==> src/rtl/reg_wb_pkg.sv <==
// Shared definitions for the register-file writeback controller: the pipeline
// entry layout, architectural register constants and the op-class encoding
// produced by the destination decoder.
package reg_wb_pkg;

    // Default register address width of the MIPS register file.
    localparam int DEF_ADDR_W = 5;

    // $0 is hard-wired; writes to it are dropped and it never creates a hazard.
    localparam int ZERO_REG = 0;

    // Default destination for jump-and-link instructions ($ra).
    localparam int LINK_REG_DEF = 31;

    // Op class chosen by the destination decoder (priority link > mem > alu).
    localparam logic [1:0] OP_NONE = 2'd0;
    localparam logic [1:0] OP_ALU  = 2'd1;
    localparam logic [1:0] OP_MEM  = 2'd2;
    localparam logic [1:0] OP_LINK = 2'd3;

    // One in-flight writeback entry at the default address width.
    typedef struct packed {
        logic                  valid;
        logic [DEF_ADDR_W-1:0] addr;
    } wb_entry_t;

endpackage

==> src/rtl/reg_wb_decode.sv <==
// Destination decoder: turns the op flags and rt/rd fields of one instruction
// into a {write enable, write address} pair. Writes to $0 are suppressed here
// so every consumer (stage array, hazard logic) sees them as non-writing.
module reg_wb_decode
    import reg_wb_pkg::*;
#(
    parameter int ADDR_W   = DEF_ADDR_W,
    parameter int LINK_REG = LINK_REG_DEF
) (
    input  logic              alu_op,
    input  logic              mem_op,
    input  logic              write_op,
    input  logic              link_op,
    input  logic [ADDR_W-1:0] rt_addr,
    input  logic [ADDR_W-1:0] rd_addr,
    output logic              en,
    output logic [ADDR_W-1:0] addr
);

    logic [1:0]        op_sel_s;
    logic              raw_en_s;
    logic [ADDR_W-1:0] raw_addr_s;

    // Resolve overlapping op flags to a single class, link first.
    always_comb begin
        op_sel_s = OP_NONE;
        if (link_op) begin
            op_sel_s = OP_LINK;
        end else if (mem_op) begin
            op_sel_s = OP_MEM;
        end else if (alu_op) begin
            op_sel_s = OP_ALU;
        end else begin
            op_sel_s = OP_NONE;
        end
    end

    // Map the op class to a destination; stores keep rt but do not write.
    always_comb begin
        raw_en_s   = 1'b0;
        raw_addr_s = ADDR_W'(ZERO_REG);
        case (op_sel_s)
            OP_LINK: begin
                raw_en_s   = 1'b1;
                raw_addr_s = ADDR_W'(LINK_REG);
            end
            OP_MEM: begin
                raw_en_s   = ~write_op;
                raw_addr_s = rt_addr;
            end
            OP_ALU: begin
                raw_en_s   = 1'b1;
                raw_addr_s = rd_addr;
            end
            default: begin
                raw_en_s   = 1'b0;
                raw_addr_s = ADDR_W'(ZERO_REG);
            end
        endcase
    end

    assign en   = raw_en_s & (raw_addr_s != ADDR_W'(ZERO_REG));
    assign addr = raw_addr_s;

endmodule

==> src/rtl/reg_file_wb_ctrlr.sv <==
// Pipelined register-file writeback controller. Each accepted instruction's
// decoded destination travels through PIPE_DEPTH stages; the last stage
// drives the register-file write port directly. Stall freezes stages
// 1..D-1 and drains the writeback stage with a bubble so nothing writes twice.
// Flush kills entries in stages 1..D-2 while letting s[D-1] retire.
module reg_file_wb_ctrlr
    import reg_wb_pkg::*;
#(
    parameter int PIPE_DEPTH = 3,
    parameter int ADDR_W     = DEF_ADDR_W,
    parameter int LINK_REG   = LINK_REG_DEF,
    parameter int WB_BYPASS  = 1
) (
    input  logic              clock,
    input  logic              reset,
    input  logic              w_issue_valid,
    input  logic              w_alu_op,
    input  logic              w_mem_op,
    input  logic              w_write_op,
    input  logic              w_link_op,
    input  logic [ADDR_W-1:0] w_rt_addr,
    input  logic [ADDR_W-1:0] w_rd_addr,
    input  logic              w_stall,
    input  logic              w_flush,
    input  logic [ADDR_W-1:0] w_src_a_addr,
    input  logic [ADDR_W-1:0] w_src_b_addr,
    output logic              w_en_out,
    output logic [ADDR_W-1:0] w_waddr_out,
    output logic              w_hazard_a_out,
    output logic              w_hazard_b_out
);

    typedef struct packed {
        logic              valid;
        logic [ADDR_W-1:0] addr;
    } stage_t;

    localparam stage_t BUBBLE = stage_t'({1'b0, {ADDR_W{1'b0}}});

    // Last stage included in hazard checks: the writeback stage is skipped
    // when the register file forwards same-cycle writes.
    localparam int HZ_LAST = (WB_BYPASS != 0) ? PIPE_DEPTH - 1 : PIPE_DEPTH;

    // Last stage whose entry a flush kills; s[D-1] always retires.
    localparam int KILL_LAST = PIPE_DEPTH - 2;

    // Whether s[1] itself is a killable stage (false only for D=2).
    localparam bit FLUSH_S1 = (KILL_LAST >= 1);

    logic              dec_en_s;
    logic [ADDR_W-1:0] dec_addr_s;
    logic              accept_s;
    logic              hazard_a_s;
    logic              hazard_b_s;
    stage_t            stage_s [1:PIPE_DEPTH];

    reg_wb_decode #(
        .ADDR_W   (ADDR_W),
        .LINK_REG (LINK_REG)
    ) u_decode (
        .alu_op   (w_alu_op),
        .mem_op   (w_mem_op),
        .write_op (w_write_op),
        .link_op  (w_link_op),
        .rt_addr  (w_rt_addr),
        .rd_addr  (w_rd_addr),
        .en       (dec_en_s),
        .addr     (dec_addr_s)
    );

    assign accept_s = w_issue_valid & ~w_stall & ~w_flush;

    for (genvar k = 1; k <= PIPE_DEPTH; k++) begin : g_stage
        stage_t entry_r;
        assign stage_s[k] = entry_r;

        if (k == 1) begin : g_first
            // Issue stage: load the decoded destination, hold on stall, else bubble.
            always_ff @(posedge clock) begin
                if (reset) begin
                    entry_r <= BUBBLE;
                end else if (w_stall) begin
                    if (w_flush && FLUSH_S1) begin
                        entry_r <= BUBBLE;
                    end else begin
                        entry_r <= entry_r;
                    end
                end else if (accept_s) begin
                    entry_r <= stage_t'({dec_en_s, dec_addr_s});
                end else begin
                    entry_r <= BUBBLE;
                end
            end
        end else if (k == PIPE_DEPTH) begin : g_last
            // Writeback stage: take s[D-1] or drain with a bubble while stalled.
            always_ff @(posedge clock) begin
                if (reset) begin
                    entry_r <= BUBBLE;
                end else if (w_stall) begin
                    entry_r <= BUBBLE;
                end else begin
                    entry_r <= stage_s[k-1];
                end
            end
        end else begin : g_mid
            // Middle stage: hold on stall, advance otherwise; flush kills young entries.
            always_ff @(posedge clock) begin
                if (reset) begin
                    entry_r <= BUBBLE;
                end else if (w_stall) begin
                    if (w_flush && (k <= KILL_LAST)) begin
                        entry_r <= BUBBLE;
                    end else begin
                        entry_r <= entry_r;
                    end
                end else if (w_flush) begin
                    entry_r <= BUBBLE;
                end else begin
                    entry_r <= stage_s[k-1];
                end
            end
        end
    end

    // Raise a hazard when a valid in-flight entry targets a non-zero source.
    always_comb begin
        hazard_a_s = 1'b0;
        hazard_b_s = 1'b0;
        for (int k = 1; k <= HZ_LAST; k++) begin
            if (stage_s[k].valid && (stage_s[k].addr == w_src_a_addr)) begin
                hazard_a_s = 1'b1;
            end else begin
                hazard_a_s = hazard_a_s;
            end
            if (stage_s[k].valid && (stage_s[k].addr == w_src_b_addr)) begin
                hazard_b_s = 1'b1;
            end else begin
                hazard_b_s = hazard_b_s;
            end
        end
    end

    assign w_hazard_a_out = hazard_a_s & (w_src_a_addr != ADDR_W'(ZERO_REG));
    assign w_hazard_b_out = hazard_b_s & (w_src_b_addr != ADDR_W'(ZERO_REG));
    assign w_en_out       = stage_s[PIPE_DEPTH].valid;
    assign w_waddr_out    = stage_s[PIPE_DEPTH].addr;

endmodule

==> config.mk <==
export PLATFORM = sky130hd
export DESIGN_NAME = reg_file_wb_ctrlr
export DESIGN_NICKNAME = d
export VERILOG_FILES = /design/src/rtl/reg_wb_pkg.sv /design/src/rtl/reg_wb_decode.sv /design/src/rtl/reg_file_wb_ctrlr.sv
export SDC_FILE = /design/constraint.sdc
export NUM_CORES = 1
export LEC_CHECK = 0
export CORE_ASPECT_RATIO = 1.5
export CORE_MARGIN = 2
export CORE_UTILIZATION = 42
export DETAILED_ROUTE_END_ITERATION = 8
export PLACE_DENSITY_LB_ADDON = 0.25
export SETUP_SLACK_MARGIN = 0.1
export SLEW_MARGIN = 20
export SYNTH_ARGS = -nofsm -noshare
export SYNTH_HDL_FRONTEND = slang
export SYNTH_SLANG_ARGS = --single-unit
==> constraint.sdc <==
create_clock -name clock -period 1.45 [get_ports clock]
set_input_delay 0.29 -clock clock [delete_from_list [all_inputs] [get_ports clock]]
set_output_delay 0.29 -clock clock [all_outputs]
set_load 0.05 [all_outputs]
=== Word level (Yosys, flattened, before mapping) ===
Index checks and enable logic that the tools add are counted.

* Bits in registers: 18
* Bits in latches: 0
* RAM bits: 0
* ROM bits: 0
* Input bits: 29
* Output and inout port bits: 8
* Memories kept: 0

* Add/sub/neg operators: 0
* Multipliers: 0
* Div/mod/pow operators: 0
* $lt $le $gt $ge: 0
* Equality and inequality tests: 7
* Shifts and indexed selects: 0
* Muxes and demuxes: 12
* Bitwise gates (word level): 8
* Reductions and logical operators: 9

{| class="wikitable"
|+ Operator list
! kind !! number
|-
| equality test 5 bit || 4
|-
| two-way mux 6 bit || 3
|-
| one-hot mux 5 bit (3 select lines) || 1
|-
| nonzero test 5 bit || 3
|-
| AND 1 bit || 5
|-
| two-way mux 1 bit || 5
|-
| equality test 2 bit (second input constant) || 2
|-
| logical AND 1 bit || 4
|-
| two-way mux 2 bit || 2
|-
| OR reduction 2 bit || 2
|-
| NOT 1 bit || 3
|-
| equality test 2 x 1 -> 1 bit (second input constant) || 1
|-
| one-hot mux 1 bit (2 select lines) || 1
|}

=== Longest topological paths before layout ===
* Word-level depth: 9
* Gate-level depth with buffers: 5
* Mapped depth without buffers: 4

=== By module ===
Synthesis repeated with hierarchy kept, for this count alone.

* Cells, all modules: 100
* Area total of the unflattened synthesis: 922.1 um^2

{| class="wikitable"
|+ By module, submodules not included
! module !! instances !! cells an instance !! area each (um^2)
|-
| reg_file_wb_ctrlr || 1 || 91 || 839.6
|-
| reg_wb_decode || 1 || 9 || 82.6
|}

=== Worst setup path after synthesis ===
OpenSTA, ideal clock, no wires.

* Path type: register -> output
* From: register g_stage[1].entry_r[0] (netlist bit)
* To: output port w_hazard_b_out
* Arrival time: 1632 ps
* Slack: -472 ps
* Stages on the path, launching flop included: 5
* Buffers on the path: 0
* Path through: dfxtp_1 xor2_1 nor4_1 nand3_1 a21oi_1

* Cells in the longest elaborated chain, start to end: 5

{| class="wikitable"
|+ Ends and longest elaborated chain
! element !! line !! RTL
|-
| start: declaration || reg_file_wb_ctrlr.sv:74 || <nowiki>stage_t entry_r;</nowiki>
|-
| start signal: assignment || reg_file_wb_ctrlr.sv:86 || <nowiki>entry_r <= entry_r;</nowiki>
|-
| start signal: assignment || reg_file_wb_ctrlr.sv:89 || <nowiki>entry_r <= stage_t'({dec_en_s, dec_addr_s});</nowiki>
|-
| equality test 5 bit || reg_file_wb_ctrlr.sv:135 || <nowiki>if (stage_s[k].valid && (stage_s[k].addr == w_src_b_addr)) begin</nowiki>
|-
| logical AND 1 bit || reg_file_wb_ctrlr.sv:135 ||
|-
| two-way mux 1 bit (2 in a row) || reg_file_wb_ctrlr.sv:135 ||
|-
| AND 1 bit || reg_file_wb_ctrlr.sv:144 || <nowiki>assign w_hazard_b_out = hazard_b_s & (w_src_b_addr != ADDR_W'(ZERO_REG));</nowiki>
|-
| end: declaration || reg_file_wb_ctrlr.sv:30 || <nowiki>output logic w_hazard_b_out</nowiki>
|}

Every way passes these cells.

=== Worst setup path after layout ===
* From: register g_stage[1].entry_r[4] (netlist bit)
* To: output port w_hazard_a_out

* Cells in the longest elaborated chain, start to end: 5

{| class="wikitable"
|+ Ends and longest elaborated chain
! element !! line !! RTL
|-
| equality test 5 bit || reg_file_wb_ctrlr.sv:130 || <nowiki>if (stage_s[k].valid && (stage_s[k].addr == w_src_a_addr)) begin</nowiki>
|-
| logical AND 1 bit || reg_file_wb_ctrlr.sv:130 ||
|-
| two-way mux 1 bit (2 in a row) || reg_file_wb_ctrlr.sv:130 ||
|-
| AND 1 bit || reg_file_wb_ctrlr.sv:143 || <nowiki>assign w_hazard_a_out = hazard_a_s & (w_src_a_addr != ADDR_W'(ZERO_REG));</nowiki>
|-
| end: declaration || reg_file_wb_ctrlr.sv:29 || <nowiki>output logic w_hazard_a_out,</nowiki>
|}

Every way passes these cells.

==> summary.txt <==
Outcome
  • Status: complete, but fails checks
  • Failing checks: negative setup slack

Setup path
  • Critical path cell sequence: xor2_1 -> nor4_1 -> nand3_1 -> a21oi_4 -> buf_12
  • CP max stage delay: 0.35 ns
  • Critical path fanouts, max: 3
  • Crit path buffers/inverters: 1
  • WP data required: 1.16 ns
  • Crit path kind: flop to output port
  • Worst path top cell family by delay: simple AND/OR/NAND/NOR gates
  • Slowest cell on crit path: dfxtp_2
  • Critical Path End Type: output port
  • Register-to-register setup slack: 0.50 ns
  • Worst EP arrival: 1.63 ns
  • CP Launch Type: flop

Timing
  • Setup repair after global routing missed its margin: yes
  • Min Tclk post-route: 1.918 ns
  • F_max: 0.5215 GHz
  • Hold Slack: 0.5274 ns
  • Setup_tns: -0.9184 ns
  • Slew @ Worst Pin: 0.2996 ns
  • Max_slew headroom: 0.7995
  • Final worst path period share: 1.323
  • Final setup fails: 2
  • Final Hold Vio Count: 0
  • Fin Clk Skew: 0.0003313 ns
  • Final worst setup slack: -0.4676 ns
  • Max Slew Vio Count: 0

Floorplanning
  • Die Y: 61.62 um
  • Std-Cell Rows: 20
  • I/O pin total: 37
  • Core area: 0.002052 mm2
  • Chip width: 42.42 um
  • Initial Util: 0.4530
  • Die Footprint: 0.002614 mm2

Final layout
  • Final net count: 194
  • Finished Cell Area: 0.001644 mm2
  • Most frequent cells in the layout: buf_4, clkdlybuf4s50_1, xor2_1
  • Layout cells sized above 1: 0.3313
  • Ant diodes: 0
  • Fin util: 0.8012
  • Most common cell after layout, fill and taps aside: buf_4
  • Fill cell count: 151
  • Synth-to-Final Area Change: 76.85%
  • Final std cells w/o fill: 185

Clock tree
  • Clock transition at path regs: 0.10 ns
  • Number of H-tree levels: 1
  • CTS tree: built
  • Total CTS buffers: 3
  • Root cell of the clock tree: clkbuf_4
  • Clk Latency, worst-skew pair: 0.30 ns
  • Cts hold-fix bufs: 0
  • Clock tree sinks: 18
  • CTS max path bufs: 2

Global routing
  • Grt total ovfl: 0
  • Total Routing Usage GR: 0.2414
  • Largest net degree at the start of global routing: 11
  • Vias in the first global route: 1103
  • Initial antenna violation count: 0
  • Global-route wire length before repair: 4560 um

Power
  • Total power: 0.9939 mW
  • Peak supply drop: 553.4 uV
  • Lkg Pwr: 0.6973 nW
  • Power Density: 604.5 mW/mm2

Detailed routing
  • Routed vias: 1021
  • Initial drt markers: 11
  • DRC errors left: 0
  • Routed wire length: 2865 um
  • DR vias/cell: 5.519
  • Post-route ant nets: 0
  • DRT Pass-1 Iters: 4
  • Wire per inst: 15.49 um

Synthesis
  • Synth warn: 0
  • Sequential fraction of the synthesis area: 0.3876
  • Synth Instances: 103
  • Post-synth cell types: 23
  • Flops & latches, synth: 18
  • Synthesized area per cell: 9.026 um2
  • Synthesized cell area: 929.6 um2
  • Syn nets: 132

Flow run
  • Max cap viols: 0

Place
  • Routability cong.: 0.8308
  • Placement Setup Slack: -0.6436 ns
  • Inst Count DP: 181
  • Number of I/O port buffers: 36
  • Hpwl dp: 2344 um
  • Placed cell areas: 0.001589 mm2

Hold path
  • Hold WC Path Type: flop to flop
-- where the power goes --
group | switching (mW) | internal [mW]
clock network | 0.158 | 0.0971
logic | 0.0944 | 0.136
registers | 0.00779 | 0.501
total | 0.260 | 0.734
-- routing by layer --
metal  wire (um)  share of wire  track usage  vias to the layer above
li1            -              -            -                      491
met1         986           0.34       0.2058                      474
met2        1664           0.58       0.5121                       44
met3          74          0.026     0.008798                       12
met4         140          0.049       0.1875                        0
met5           0              0            0                        -
-- cell usage after synthesis --
| cell | instances | area [um2] |
|---|---|---|
| dfxtp_1 | 18 | 360.4 |
| xor2_1 | 16 | 140.1 |
| nor2_1 | 15 | 56.30 |
| a22oi_1 | 9 | 67.56 |
| and2_1 | 6 | 37.54 |
| a21oi_1 | 5 | 25.02 |
| a221o_1 | 5 | 50.05 |
| nand3_1 | 4 | 20.02 |
| nor4_1 | 4 | 25.02 |
| xnor2_1 | 4 | 35.03 |
| clkbuf_1 | 2 | 7.510 |
| nor2b_1 | 2 | 12.51 |
| nor3b_1 | 2 | 15.01 |
| or4_1 | 2 | 15.01 |
| a211oi_1 | 1 | 7.510 |
| a31oi_1 | 1 | 6.260 |
| buf_1 | 1 | 3.750 |
| buf_2 | 1 | 5.000 |
| inv_1 | 1 | 3.750 |
| nor2b_2 | 1 | 8.760 |
| nor4_2 | 1 | 12.51 |
| o31a_1 | 1 | 8.760 |
| or2_2 | 1 | 6.260 |
-- layout make-up --
type                       count  area (um2)  share of cell area
clock buffer                   3       22.52             0.01370
tap                           22       27.53             0.01674
inverter                       1       3.754            0.002283
sequential                    18       369.1              0.2245
timing repair buffer          61       626.9              0.3813
multi-input combinational     80       594.3              0.3615
-- logic make-up (layout without fill, tap and decap cells) --
family | count (synthesis) | count (layout) | share of synthesized area
flops | 18 | 18 | 0.3876
simple gates | 38 | 38 | 0.2248
xor+xnor | 20 | 20 | 0.1884
compound gates | 22 | 22 | 0.1777
buf+inv | 5 | 65 | 0.02152
-- registers in the layout, summed over array words and instances, names as in the netlist --
| name | count |
|---|---|
| w_waddr_out | 5 |
| g_stage.entry_r | 12 |
| w_en_out | 1 |
-- path summary, 6_finish.rpt --
path,cells after the start,start,endpoint
worst max-delay path,5,g_stage[1].entry_r[4],w_hazard_a_out
worst min-delay path,1,g_stage[2].entry_r[5],w_en_out
worst max register to register,4,g_stage[2].entry_r[2],g_stage[2].entry_r[2]
worst min register to register,1,g_stage[2].entry_r[5],w_en_out
-- timing repair --
action	CTS	global route
setup buffers	1	0
pin swaps	16	5
resized for setup	23	1
endpoints found under the setup margin	6	4
(Power assumes the default switching activity.)
